--- src/rtl/interval_timer_ctrl.sv ---
// -----------------------------------------------------------------------------
// interval_timer_ctrl
//   Workout sequencer for the fitness timer. It runs PREP -> WORK -> REST rounds
//   off the 1 Hz tick strobe. It drives the remaining-seconds and round counters
//   for the display, and a buzzer tone select for the divider mux downstream.
//
// Ports
//   clk_in      system clock
//   reset       asynchronous, active-low reset
//   tick_1hz    one-cycle strobe per second
//   start       one-cycle pulse; latches cfg_* and starts a workout
//   pause       one-cycle pulse; toggles pause while a workout runs
//   stop        one-cycle pulse; abort to IDLE
//   cfg_work    work seconds
//   cfg_rest    rest seconds (0 = no rest phase)
//   cfg_rounds  number of rounds
//   phase       0 IDLE, 1 PREP, 2 WORK, 3 REST, 4 DONE
//   sec_left    seconds remaining in the current phase
//   round_num   current round, 1-based; 0 in IDLE
//   paused      pause flag
//   done        high while in DONE
//   tone_sel    0 off, 1 500 Hz, 2 1 kHz, 3 2 kHz
// -----------------------------------------------------------------------------
module interval_timer_ctrl #(
  parameter int PREP_SEC  = 3,
  parameter int SEC_W     = 8,
  parameter int ROUND_W   = 6,
  parameter int DONE_BEEP = 3
) (
  input  logic               clk_in,
  input  logic               reset,
  input  logic               tick_1hz,
  input  logic               start,
  input  logic               pause,
  input  logic               stop,
  input  logic [SEC_W-1:0]   cfg_work,
  input  logic [SEC_W-1:0]   cfg_rest,
  input  logic [ROUND_W-1:0] cfg_rounds,
  output logic [2:0]         phase,
  output logic [SEC_W-1:0]   sec_left,
  output logic [ROUND_W-1:0] round_num,
  output logic               paused,
  output logic               done,
  output logic [1:0]         tone_sel
);

  localparam int BEEP_W = $clog2(DONE_BEEP + 1);

  typedef enum logic [2:0] {
    S_IDLE = 3'd0,
    S_PREP = 3'd1,
    S_WORK = 3'd2,
    S_REST = 3'd3,
    S_DONE = 3'd4
  } state_t;

  state_t             r_state,     w_state;
  logic [SEC_W-1:0]   r_sec,       w_sec;
  logic [ROUND_W-1:0] r_round,     w_round;
  logic               r_paused,    w_paused;
  logic [SEC_W-1:0]   r_cfg_work,  w_cfg_work;
  logic [SEC_W-1:0]   r_cfg_rest,  w_cfg_rest;
  logic [ROUND_W-1:0] r_cfg_rnds,  w_cfg_rnds;
  logic [1:0]         r_tone,      w_tone;
  logic [BEEP_W-1:0]  r_beep,      w_beep;
  logic [1:0]         r_tone_sel,  w_tone_sel;
  logic               r_done,      w_done;

  logic               w_clear;      // stop from a non-IDLE state
  logic               w_load;       // a phase event loads a new beep
  logic [1:0]         w_load_tone;
  logic [BEEP_W-1:0]  w_load_beep;
  logic               w_tick;       // tick that is not masked by pause
  logic               w_start_ok;
  logic               w_running;

  assign w_tick     = tick_1hz && !r_paused;
  assign w_start_ok = start && (cfg_work != '0) && (cfg_rounds != '0);
  assign w_running  = (r_state == S_PREP) || (r_state == S_WORK) ||
                      (r_state == S_REST);

  // State and datapath registers
  always_ff @(posedge clk_in or negedge reset) begin
    if (!reset) begin
      r_state    <= S_IDLE;
      r_sec      <= '0;
      r_round    <= '0;
      r_paused   <= 1'b0;
      r_cfg_work <= '0;
      r_cfg_rest <= '0;
      r_cfg_rnds <= '0;
      r_tone     <= 2'd0;
      r_beep     <= '0;
      r_tone_sel <= 2'd0;
      r_done     <= 1'b0;
    end else begin
      r_state    <= w_state;
      r_sec      <= w_sec;
      r_round    <= w_round;
      r_paused   <= w_paused;
      r_cfg_work <= w_cfg_work;
      r_cfg_rest <= w_cfg_rest;
      r_cfg_rnds <= w_cfg_rnds;
      r_tone     <= w_tone;
      r_beep     <= w_beep;
      r_tone_sel <= w_tone_sel;
      r_done     <= w_done;
    end
  end

  // Next state: stop > start > pause > tick
  always_comb begin
    w_state     = r_state;
    w_sec       = r_sec;
    w_round     = r_round;
    w_paused    = r_paused;
    w_cfg_work  = r_cfg_work;
    w_cfg_rest  = r_cfg_rest;
    w_cfg_rnds  = r_cfg_rnds;
    w_clear     = 1'b0;
    w_load      = 1'b0;
    w_load_tone = 2'd0;
    w_load_beep = '0;
    if (stop) begin
      if (r_state != S_IDLE) begin
        w_clear  = 1'b1;
        w_state  = S_IDLE;
        w_sec    = '0;
        w_round  = '0;
        w_paused = 1'b0;
      end
    end else if (w_start_ok && ((r_state == S_IDLE) || (r_state == S_DONE))) begin
      w_cfg_work  = cfg_work;
      w_cfg_rest  = cfg_rest;
      w_cfg_rnds  = cfg_rounds;
      w_state     = S_PREP;
      w_sec       = SEC_W'(PREP_SEC);
      w_round     = ROUND_W'(1);
      w_paused    = 1'b0;
      w_load      = 1'b1;
      w_load_tone = 2'd1;
      w_load_beep = BEEP_W'(1);
    end else if (w_running) begin
      if (pause) w_paused = !r_paused;
      // Tick is judged against the pre-toggle pause flag
      if (w_tick) begin
        if (r_sec > SEC_W'(1)) begin
          w_sec = r_sec - SEC_W'(1);
          if (r_state == S_PREP) begin
            w_load      = 1'b1;
            w_load_tone = 2'd1;
            w_load_beep = BEEP_W'(1);
          end
        end else if (r_sec == SEC_W'(1)) begin
          w_load      = 1'b1;
          w_load_beep = BEEP_W'(1);
          case (r_state)
            S_PREP: begin
              w_state     = S_WORK;
              w_sec       = r_cfg_work;
              w_load_tone = 2'd3;
            end
            S_WORK: begin
              if (r_round >= r_cfg_rnds) begin
                w_state     = S_DONE;
                w_sec       = '0;
                w_paused    = 1'b0;
                w_load_tone = 2'd3;
                w_load_beep = BEEP_W'(DONE_BEEP);
              end else if (r_cfg_rest != '0) begin
                w_state     = S_REST;
                w_sec       = r_cfg_rest;
                w_load_tone = 2'd2;
              end else begin
                w_round     = r_round + ROUND_W'(1);
                w_sec       = r_cfg_work;
                w_load_tone = 2'd3;
              end
            end
            default: begin  // S_REST
              w_state     = S_WORK;
              w_round     = r_round + ROUND_W'(1);
              w_sec       = r_cfg_work;
              w_load_tone = 2'd3;
            end
          endcase
        end
      end
    end
  end

  // Buzzer and registered output values
  always_comb begin
    w_tone = r_tone;
    w_beep = r_beep;
    if (w_clear) begin
      w_tone = 2'd0;
      w_beep = '0;
    end else if (w_load) begin
      w_tone = w_load_tone;
      w_beep = w_load_beep;
    end else if (w_tick && (r_beep != '0)) begin
      w_beep = r_beep - BEEP_W'(1);
    end
    w_done     = (w_state == S_DONE);
    w_tone_sel = ((w_beep != '0) && !w_paused) ? w_tone : 2'd0;
  end

  assign phase     = r_state;
  assign sec_left  = r_sec;
  assign round_num = r_round;
  assign paused    = r_paused;
  assign done      = r_done;
  assign tone_sel  = r_tone_sel;

endmodule

--- config.mk ---
export PLATFORM = sky130hd
export DESIGN_NAME = interval_timer_ctrl
export DESIGN_NICKNAME = d
export VERILOG_FILES = /design/src/rtl/interval_timer_ctrl.sv
export SDC_FILE = /design/constraint.sdc
export NUM_CORES = 1
export LEC_CHECK = 0
export CORE_MARGIN = 1.5
export CORE_UTILIZATION = 40
export CTS_BUF_LIST = sky130_fd_sc_hd__clkbuf_8 sky130_fd_sc_hd__clkbuf_16
export DETAILED_ROUTE_END_ITERATION = 7
export MAX_ROUTING_LAYER = met4
export PLACE_DENSITY = 0.75
export SYNTH_ARGS = -nofsm -noshare
export SYNTH_HDL_FRONTEND = slang
export SYNTH_SLANG_ARGS = --single-unit
--- constraint.sdc ---
create_clock -name clk_in -period 2.6 [get_ports clk_in]
set_clock_uncertainty 0.05 [all_clocks]
set_input_delay 0.52 -clock clk_in [delete_from_list [all_inputs] [get_ports clk_in]]
set_output_delay 0.52 -clock clk_in [all_outputs]
set_load 0.01 [all_outputs]
======== Word-level counts from Yosys, hierarchy flattened ========
Cells that the tools add are included.
storage, ports and cells
  output and inout bits ................... 21
  word-level logic and storage cells ...... 126
  register bits ........................... 47
  input bits .............................. 28
cells by class
  bitwise operators ....................... 1
  order comparisons ....................... 2
  reduce and logical (&&, ||, !) cells .... 25
  $add $sub $neg .......................... 3
  mux-type cells .......................... 73
  equality and inequality tests ........... 11
operators by type and width
  operator                                            number
  2-to-1 mux 8 bit                                    10
  2-to-1 mux 6 bit                                    9
  2-to-1 mux 2 bit                                    20
  2-to-1 mux 3 bit                                    10
  2-to-1 mux 1 bit                                    23
  nonzero test 8 bit                                  2
  case mux 6 bit (2 select lines)                     1
  nonzero test 3 bit                                  4
  == test 8 x 1 -> 1 bit, second input constant       1
  > comparator 8 x 1 -> 1 bit, second input constant  1
  inequality test 4 bit, second input constant        2
  AND reduction 8 bit                                 1
  subtractor 8 x 1 -> 8 bit, second input constant    1
  adder 6 x 1 -> 6 bit, second input constant         1
  == test 3 x 2 -> 1 bit, second input constant       2
  == test 3 bit, second input constant                2
  greater-or-equal comparator 6 bit                   1
  logical AND 1 bit                                   6
  inequality test 3 bit, second input constant        2
  nonzero test 6 bit                                  1
  AND reduction 4 bit                                 1
  nonzero test 2 bit                                  2
  nonzero test 4 bit                                  1
  == test 3 x 1 -> 1 bit, second input constant       1
  other kinds (7)                                     10

======== Longest topological paths before layout ========
Gate-level depths: netlist of run 1.
  depth in word-level cells ............... 14
  gate-level depth with buffers ........... 8
  mapped depth without buffers ............ 8

======== Worst setup path after synthesis of run 1 ========
OpenSTA, ideal clock, no wires.
  path type ............................... in2reg
  from .................................... in cfg_rounds[1]
  to ...................................... reg r_sec[3], in the netlist sec_left[3]
  data required time ...................... 2.429 ns
  arrival time ............................ 1.987 ns
  path slack .............................. 0.441 ns
  setup time .............................. 0.121 ns
  stages .................................. 6
  path through ............................ or4_4 o311a_4 a21oi_2 a21o_2 a21oi_2 o22a_1
between the ends
  word-level cells in the longest chain between the ends .. 5
RTL lines
  element                                                            RTL line  text
  start: declaration                                                 38        input logic [ROUND_W-1:0] cfg_rounds,
  nonzero test 6 bit (*)                                             78        assign w_start_ok = start && (cfg_work != '0) && (cfg_rounds != '0);
  logical AND 1 bit (*)                                              78
  logical AND 1 bit (*)                                              132       end else if (w_start_ok && ((r_state == S_IDLE) || (r_state == S_DONE))) begin
  nonzero test 4 bit (no line), or another cell as far along         -
  AND reduction 4 bit (no line) or 2-to-1 mux 8 bit (tied branches)  -
  end signal: assignment                                             98        r_sec <= w_sec;
  end: declaration                                                   58        logic [SEC_W-1:0] r_sec, w_sec;
Every way passes the cells marked *; elsewhere a longest branch is shown, timed or not.
A chain may end at the register's enable or synchronous reset.

======== Worst setup path after layout of run 1 ========
  from .................................... in cfg_rounds[1]
  to ...................................... reg r_round[5], in the netlist round_num[5]
between the ends
  word-level cells in the longest chain between the ends .. 5
RTL lines
  element                                                            RTL line  text
  nonzero test 6 bit (*)                                             78
  logical AND 1 bit (*)                                              78
  logical AND 1 bit (*)                                              132
  inequality test 4 bit (no line), or another cell as far along      -
  AND reduction 8 bit (no line) or 2-to-1 mux 6 bit (tied branches)  -
  end signal: assignment                                             99        r_round <= w_round;
  end: declaration                                                   59        logic [ROUND_W-1:0] r_round, w_round;
Marks and branches as above.

==> results of run 1 <==
-- metal layers --
layer / vias to the layer above / GRT usage [%]
li1: 1191 / -
met1: 1213 / 27.0
met2: 98 / 31.9
met3: 8 / 3.52
met4: 0 / 5.57
met5: - / -
-- flip-flops by register name, indices dropped and copies added (netlist names) --
signal	flops
round_num	6
done	1
r_beep	2
tone_sel	2
paused	1
r_cfg_rest	8
r_cfg_work	8
phase	3
sec_left	8
r_cfg_rnds	6
r_tone	2
-- cell usage in the layout, fill, tap and decap left out, types with 5 or more instances in the layout --
master            n
nor4_1            5
nor3_1            5
nand2_1          50
and2_1            6
clkdlybuf4s50_1  47
o211ai_1          6
o21ai_0          17
a21oi_1          16
a31oi_1           9
ha_1             10
o21a_1            5
inv_1            16
mux2_2            8
buf_4            20
clkbuf_8          5
nand2b_1          5
nor2_1            9
dfrtp_1          47
-- report_power, final --
part           leakage (nW)  switching (mW)  internal [mW]
registers             0.599           0.178          0.919
clock network        0.0581           0.263          0.287
logic                 0.931           0.635          0.574
total                  1.59            1.08           1.78
-- how the worst max path moves through the flow --
| stage | start | endpoint | slack, ns | cells past startpoint |
|---|---|---|---|---|
| 3_5_place_dp | cfg_rounds[1] | round_num[5] | -0.22 | 7 |
| 3_3_place_gp | cfg_rounds[1] | round_num[5] | -0.12 | 7 |
| 4_1_cts | cfg_rounds[1] | round_num[5] | 0.11 | 7 |
| 2_1_floorplan | cfg_rounds[1] | sec_left[3] | 0.44 | 6 |
| 6_report | cfg_rounds[1] | round_num[5] | 0.12 | 7 |
| 5_1_grt | tick_1hz | tone_sel[1] | 0.05 | 7 |
-- cell families after synthesis --
| family | count (synthesis) | share of synthesized area [%] |
|---|---|---|
| AO/OA/AOI/OAI | 87 | 23.4 |
| flip-flops | 47 | 42.3 |
| AND/OR/NAND/NOR | 111 | 20.8 |
| adder cells (fa/ha/maj) | 10 | 4.50 |
| XOR/XNOR | 1 | 0.315 |
| buffers and inverters | 25 | 4.72 |
| multiplexers | 10 | 4.00 |
-- worst max-delay path, cell delays in order --
cell	delay, ns
clkdlybuf4s50_1	0.44
or4_4	0.59
o311a_4	0.34
a21oi_2	0.22
buf_4	0.19
or2b_1	0.23
a31oi_1	0.15
-- cell type report --
| cell class | instances | area share, % |
|---|---|---|
| clock inverters | 3 | 1.23 |
| clock buffers | 5 | 1.93 |
| multi-input cells | 219 | 41.4 |
| well taps | 80 | 2.80 |
| flip-flops and latches | 47 | 32.9 |
| repair buffers | 69 | 18.1 |
| inverters | 16 | 1.68 |
-- repair_timing --
item / CTS / global route
resized for setup: 0 / 2
endpoints found under the setup margin: 0 / 3
buffers inserted: 0 / 0
==> results.cfg, run 1 <==
[worst_setup_path]
r2r_end = sec_left[0]
crit_fanout = 7
critPathKind = primary input to register
r2r-start = round_num[0]
worstPathArrival_ns = 2.66
ff2ff_path_depth = 8
crit_path_end_kind = register
worst-r2r-setup-slack_ns = 0.29
worstSetupStartpointType = primary input
crit_required_ns = 2.79

[timing]
slew-limit-headroom_pct = 60.3
setup_ws_ns = 0.123
fmax_ghz = 0.404
slew_violations = 0
holdWs_ns = 0.0843
setup_viol = 0
tightest_slew_ns = 0.592
post-route-period-util_pct = 95.3
fin_crit_ns = 2.48
rsz0062_at_grt = false
finalSetupTns_ns = 0
final_hold_viol_count = 0

[route]
firstDrtPassIters = 5
highest_layer = met4
dr_wl_met2_um = 3230
ant_nets = 0
vias = 2510
drt_wl_total_um = 6780
viasPerCell = 5.72
initialDrtViolationCount = 281
wl_met1_um = 3070
routedWlPerCell_um = 15.4
wl_met3_um = 416
drc = 0

[layout]
fillers = 606
syn_to_final_growth_pct = 28.5
fin_nets = 396
fin_area_um2 = 3570
drive_above_1_share_pct = 17.5
fin_util_pct = 52.9
diodes = 0
fin_cells = 439
multi_input_area_um2 = 1480
ff_latch_area_um2 = 1180

[yosys]
synth_seq_cells = 47
synthArstFlopShare_pct = 100
yosysTopAreaCellShare_pct = 42.3
seq_area_frac_synth_pct = 42.3
synth_largest_area_cell = dfrtp_1
synth_area_leaders = dfrtp_1 42%, nand2_1 6.7%, ha_1 4.5%
yosysMostFrequentCell = nand2_1
avgSynthCellArea_um2 = 9.56
syn_inst = 291
synth_flop_cell = dfrtp_1
syn_area_um2 = 2780
synth_fp_nets = 329
yosysWarnings = 0
synth_edf_count = 0
synthTopCellsByCount = 50 x nand2_1, 47 x dfrtp_1, 17 x o21ai_0
ys_types = 64

[clock_network]
clockBufferDepth = 2
cts_made_buffers = 5
ctsHtreeMaxLevel = 2
cts_hold_buffers = 0
cts_tree = built
clkSinkCount = 47
clkSlewWorstSetupHoldPaths_ns = 0.10
clkLatencyLatePin_ns = 0.31
cts-root-buf = clkbuf_8

[place]
place_ws_ns = -0.216
placed_cells = 431
placed_cell_area_um2 = 3460
dpl.hpwl_um = 5250
place_congestion = 0.881
portBuffers = 48

[run]
drv_cap = 0

[global_route]
antenna_found_initial = 0
grt-ovfl-total = 0
grt_max_degree = 22
grt_pass1_vias = 2444
grtUsageTotal_pct = 20.2
grt_pass1_wl_um = 11600

[min_path]
min-delay-path-class = primary input to asynchronous set/reset pin

[floorplanning]
fp.dieW_um = 86.4
die_area_um2 = 7460
num_rows = 30
pin_count = 49
fp.dieH_um = 86.4
core-area_um2 = 6760
start_util_pct = 41.2

[run_status]
status = finished, final reports clean

[power_and_ir_drop]
p_leak_nw = 1.59
finalPower_mw = 2.86
powerDensity_nw_per_um2 = 799
vdd.ir_drop.worst_uv = 382
Power figures use the tool's default switching activity.
==> run 2: changes to the inputs <==
--- a/config.mk
+++ b/config.mk
@@ -11,6 +11,7 @@
 export DETAILED_ROUTE_END_ITERATION = 7
 export MAX_ROUTING_LAYER = met4
 export PLACE_DENSITY = 0.75
+export SLEW_MARGIN = 20
 export SYNTH_ARGS = -nofsm -noshare
 export SYNTH_HDL_FRONTEND = slang
 export SYNTH_SLANG_ARGS = --single-unit
==> results of run 2 <==
The final DEF is identical to that of run 1; final timing and power are the same.
==> edit 1: new RTL, config.mk and constraints of run 2 <==
`DONE_BEEP`: 3 -> 6.
--- a/src/rtl/interval_timer_ctrl.sv
+++ b/src/rtl/interval_timer_ctrl.sv
@@ -25,7 +25,7 @@
   parameter int PREP_SEC  = 3,
   parameter int SEC_W     = 8,
   parameter int ROUND_W   = 6,
-  parameter int DONE_BEEP = 3
+  parameter int DONE_BEEP = 6
 ) (
   input  logic               clk_in,
   input  logic               reset,
Check against the original RTL: not equivalent (Yosys sat finds a counterexample within 10 cycles, from zero or initial values and one cycle with reset low).
==> edit 1 against run 2 <==
Sequential power down 5%. Routed wire length down 0.10%. Setup slack better by 0.021 ns. Sequential cell count up 1. Design area up 0.70%. Synthesized area down 0.72%. Power down 1.3%. Critical path depth down 1. Count of clock-buffer cells in the layout unchanged. Combinational power about the same. Critical endpoint is now r_cfg_rest[6]$_DFFE_PN0P_. Largest cell class unchanged. Largest power group unchanged.
==> edit 1: results (changes against run 2) <==
Synth
Commonest cells in the netlist: dfrtp_1, o21ai_0, a21oi_1 (was nand2_1, dfrtp_1, o21ai_0). The share of async-settable or async-resettable flops after synthesis is 1.00 (unchanged). The number of different library cells in the post-synthesis netlist is 57 (was 64). The net count after synthesis was 323 (was 329). The sequential area share after synthesis is 0.435 (was 0.423). Top cells by area in the synthesized netlist: dfrtp_1, mux2_2, ha_1 (was dfrtp_1, nand2_1, ha_1). The mean cell area of the mapped netlist is 9.72 um2 (was 9.56 um2).

Global route
The via count of the first global-routing pass is 2403 (was 2444). The first-pass GRT wire length was 11500 um (was 11600 um). The global-route total usage across every layer is 0.202 (about the same).

The largest net degree at the start of global routing is 19 (was 22).

Placed design
The setup slack at placement is -0.152 ns (was -0.216 ns). The total cell area at the placement stage is 3480 um2 (was 3460 um2). The number of instances in the placed design was 429 (was 431). The placer's final routability congestion estimate is 0.866 (was 0.881). The post-DP HPWL is 5280 um (was 5250 um).

Worst setup path
The depth of the worst register-to-register path is 6 (was 8). The maximum single-stage delay on the critical path is 0.46 ns (was 0.59 ns). The highest-delay cell along the critical path is clkdlybuf4s50_1 (was or4_4). The setup slack on the worst flop-to-flop path was 0.15 ns (was 0.29 ns). The maximum fanout encountered on the critical timing path was 12 (was 7). The kind of cell adding the most delay to the critical path is buffers and inverters (was simple AND/OR/NAND/NOR gates).

Timing
The time the worst path needs with I/O delays and setup is 2.46 ns (was 2.48 ns). The post-route worst hold slack came to 0.0464 ns (was 0.0843 ns).

Final layout
The final non-filler cell total is 437 (was 439). The net total in the final layout is 395 (was 396).

Power and ir drop
The power dissipated in sequential cells was 0.00104 W (was 0.00110 W). The fraction of power spent switching nets came to 0.371 (was 0.377). The leakage power total came to 1.53 nW (was 1.59 nW). The maximum vdd ir drop is 0.395 mV (was 0.382 mV). The cell internal power dissipation is 0.00177 W (was 0.00178 W).

Drt
The violation count after the first detailed-routing iteration was 209 (was 281). The sum of routed wire length over all layers is 6780 um (about the same). The number of iterations in the first detailed-routing pass is 4 (was 5). The average vias per placed instance is 5.64 (was 5.72).

Run status
Status: complete, no violations (unchanged).
[edit 1: changes by cell type in the layout (fill, tap and decap cells not counted), moves of 6 or more]
cell	change
nand2_1	-30
nor2_1	+12
buf_4	+8
o31ai_1	+8
a21oi_1	+7
mux2_2	+7
o21ai_0	+7
a31oi_1	-6
nor4_1	+6
[edit 1: cells by family after synthesis]
family                     synth area share
AOI/OAI and AO/OA                     0.217
and+or+nand+nor                       0.178
DFF                                   0.435
buffers and inverters                0.0458
muxes                                0.0648
adders and majority gates            0.0498
xor gates and xnor gates            0.00952
[edit 1: final cells by class]
class / instances / area (um2)
inverter: 17 / 63.8
clock buffer: 5 / 68.8
fill: 606 / 3120
clock inverter: 3 / 46.3
timing repair buffer: 76 / 686
sequential: 48 / 1200
tap: 80 / 100
multi-input combinational: 208 / 1430
[edit 1: final timing paths]
path | from | endpoint
setup / recovery | start | r_cfg_rest[6]$_DFFE_PN0P_
hold / removal | reset | sec_left[6]$_DFFE_PN0P_
setup reg to reg | r_cfg_rest[4]$_DFFE_PN0P_ | round_num[5]$_DFFE_PN0P_
hold reg to reg | r_cfg_work[6]$_DFFE_PN0P_ | r_cfg_work[6]$_DFFE_PN0P_
max in group asynchronous | reset | round_num[2]$_DFFE_PN0P_
min in group clk_in | r_cfg_work[6]$_DFFE_PN0P_ | r_cfg_work[6]$_DFFE_PN0P_
[edit 1: per-layer routing]
metal / wire (um) / share of wire / vias up / GRT usage
met3: 299 / 0.044 / 4 / 0.0269
met5: 0 / 0 / - / -
met4: 45 / 0.0066 / 0 / 0.0484
met1: 3050 / 0.45 / 1197 / 0.266
li1: - / - / 1194 / -
met2: 3380 / 0.50 / 69 / 0.331
==> edit 2: new RTL, flow settings as in run 2 <==
Made on the original files. Register the input `cfg_work` before use, without a reset. The logic sees it one clock later. The other inputs are not delayed to match.
--- a/src/rtl/interval_timer_ctrl.sv
+++ b/src/rtl/interval_timer_ctrl.sv
@@ -54,6 +54,12 @@
     S_DONE = 3'd4
   } state_t;
 
+  logic [SEC_W-1:0] cfg_work_q;
+
+  always_ff @(posedge clk_in) begin
+    cfg_work_q <= cfg_work;
+  end
+
   state_t             r_state,     w_state;
   logic [SEC_W-1:0]   r_sec,       w_sec;
   logic [ROUND_W-1:0] r_round,     w_round;
@@ -75,7 +81,7 @@
   logic               w_running;
 
   assign w_tick     = tick_1hz && !r_paused;
-  assign w_start_ok = start && (cfg_work != '0) && (cfg_rounds != '0);
+  assign w_start_ok = start && (cfg_work_q != '0) && (cfg_rounds != '0);
   assign w_running  = (r_state == S_PREP) || (r_state == S_WORK) ||
                       (r_state == S_REST);
 
@@ -130,7 +136,7 @@
         w_paused = 1'b0;
       end
     end else if (w_start_ok && ((r_state == S_IDLE) || (r_state == S_DONE))) begin
-      w_cfg_work  = cfg_work;
+      w_cfg_work  = cfg_work_q;
       w_cfg_rest  = cfg_rest;
       w_cfg_rnds  = cfg_rounds;
       w_state     = S_PREP;
Formal check against the unedited RTL: not equivalent (Yosys sat finds a counterexample within 4 cycles, from zero or initial values and one cycle with reset low).
==> edit 2 against run 2 <==
Setup slack improved by 0.083 ns. Sequential cell count grew 8. Cell count increased by 3.9%. Synthesized area rose by 5.1%. Die area grew 5.0%. Routed wire length increased by 1.9%. Count of clock-buffer cells in the layout is the same. Power is 5.6% higher. Worst hold slack better by 0.052 ns. Design area increased by 4.5%. Sequential power up 15%. Critical path type unchanged. Critical endpoint is now round_num[4]$_DFFE_PN0P_.
==> edit 2: results (changes against run 2) <==
Drt
The number of iterations in the first detailed-routing pass is 4 (was 5). The amount of wire on met3 after detailed routing is 328 um (was 416 um). The amount of wire on met2 after detailed routing is 3230 um (about the same). The average vias per placed instance is 5.47 (was 5.72). The violation count after the first detailed-routing iteration is 217 (was 281). The wire length the detailed router placed on met1 is 3250 um (was 3070 um).

Synth
The net count after synthesis is 332 (was 329). The share of async-settable or async-resettable flops after synthesis came to 0.855 (was 1.00). The sequential area share after synthesis is 0.457 (was 0.423).

Top cells by area in the synthesized netlist: dfrtp_1, mux2_2, dfxtp_1 (was dfrtp_1, nand2_1, ha_1). The most common cell in the netlist is dfrtp_1 (was nand2_1).

Power and ir drop
The cell internal power dissipation is 0.00185 W (was 0.00178 W). The fraction of power spent switching nets was 0.387 (was 0.377). The power share of the combinational group is 0.414 (was 0.423). The leakage power total came to 1.58 nW (was 1.59 nW).

The maximum vdd ir drop is 0.393 mV (was 0.382 mV). The power dissipated in sequential cells is 0.00126 W (was 0.00110 W).

Global route
The first-pass GRT wire length is 11800 um (was 11600 um). The met2 track demand over resource in global routing came to 0.314 (was 0.319). The met3 track utilization from global routing is 0.0345 (was 0.0352). The largest net degree at the start of global routing is 27 (was 22). The via count of the first global-routing pass is 2402 (was 2444). The met1 demand-to-capacity share in global routing came to 0.268 (was 0.270).

Timing
The worst-margin pin slew was 0.551 ns (was 0.592 ns).

Final layout
The net total in the final layout is 397 (was 396). The ratio of cells with drive above 1 in the final layout is 0.161 (was 0.175).

Worst setup path
The maximum fanout encountered on the critical timing path is 5 (was 7). The data arrival at the endpoint of the critical path is 2.56 ns (was 2.66 ns). The highest-delay cell along the critical path was or4_1 (was or4_4).

Placed design
The total cell area at the placement stage came to 3640 um2 (was 3460 um2). The setup slack at placement is -0.141 ns (was -0.216 ns). The post-DP HPWL is 5360 um (was 5250 um). The placer's final routability congestion estimate is 0.901 (was 0.881).

Run status
Status: complete, no violations (unchanged).
edit 2: cell types whose count changed in the layout (fill, tap and decap cells not counted), moves of 4 or more:
| cell | change |
|---|---|
| dfxtp_1 | +8 |
| buf_4 | -7 |
| nor2_1 | +15 |
| o21ai_0 | +10 |
| o31ai_1 | +10 |
| nand2_1 | -20 |
| a31oi_1 | -9 |
| a21oi_2 | -4 |
| mux2_2 | +7 |
edit 2: path summary, 6_finish.rpt:
path / start / endpoint / slack [ns] / cells past startpoint
setup reg to reg: sec_left[0]$_DFFE_PN0P_ / sec_left[5]$_DFFE_PN0P_ / 0.24 / 6
hold / removal: reset / phase[0]$_DFF_PN0_ / 0.14 / 1
setup / recovery: cfg_rounds[1] / round_num[4]$_DFFE_PN0P_ / 0.21 / 6
hold reg to reg: cfg_work_q[6]$_DFF_P_ / r_cfg_work[6]$_DFFE_PN0P_ / 0.46 / 1
min in group clk_in: cfg_work_q[6]$_DFF_P_ / r_cfg_work[6]$_DFFE_PN0P_ / 0.46 / 1
max in group asynchronous: reset / r_tone[1]$_DFF_PN0_ / 1.85 / 2
edit 2: logic make-up after synthesis:
| logic type | count (synthesis) | synth area share |
|---|---|---|
| DFF | 55 | 0.457 |
| muxes | 16 | 0.0612 |
| and+or+nand+nor | 103 | 0.198 |
| AOI/OAI and AO/OA | 89 | 0.210 |
| adders and majority gates | 10 | 0.0428 |
| buffers and inverters | 19 | 0.0252 |
| xor gates and xnor gates | 2 | 0.00599 |
edit 2: layout make-up:
cell class | instances | area, um2
Clock buffer | 5 | 68.8
Sequential cell | 55 | 1340
Tap cell | 96 | 120
Timing Repair Buffer | 63 | 613
Fill cell | 640 | 3210
Multi-Input combinational cell | 220 | 1520
Clock inverter | 3 | 28.8
Inverter | 14 | 52.6
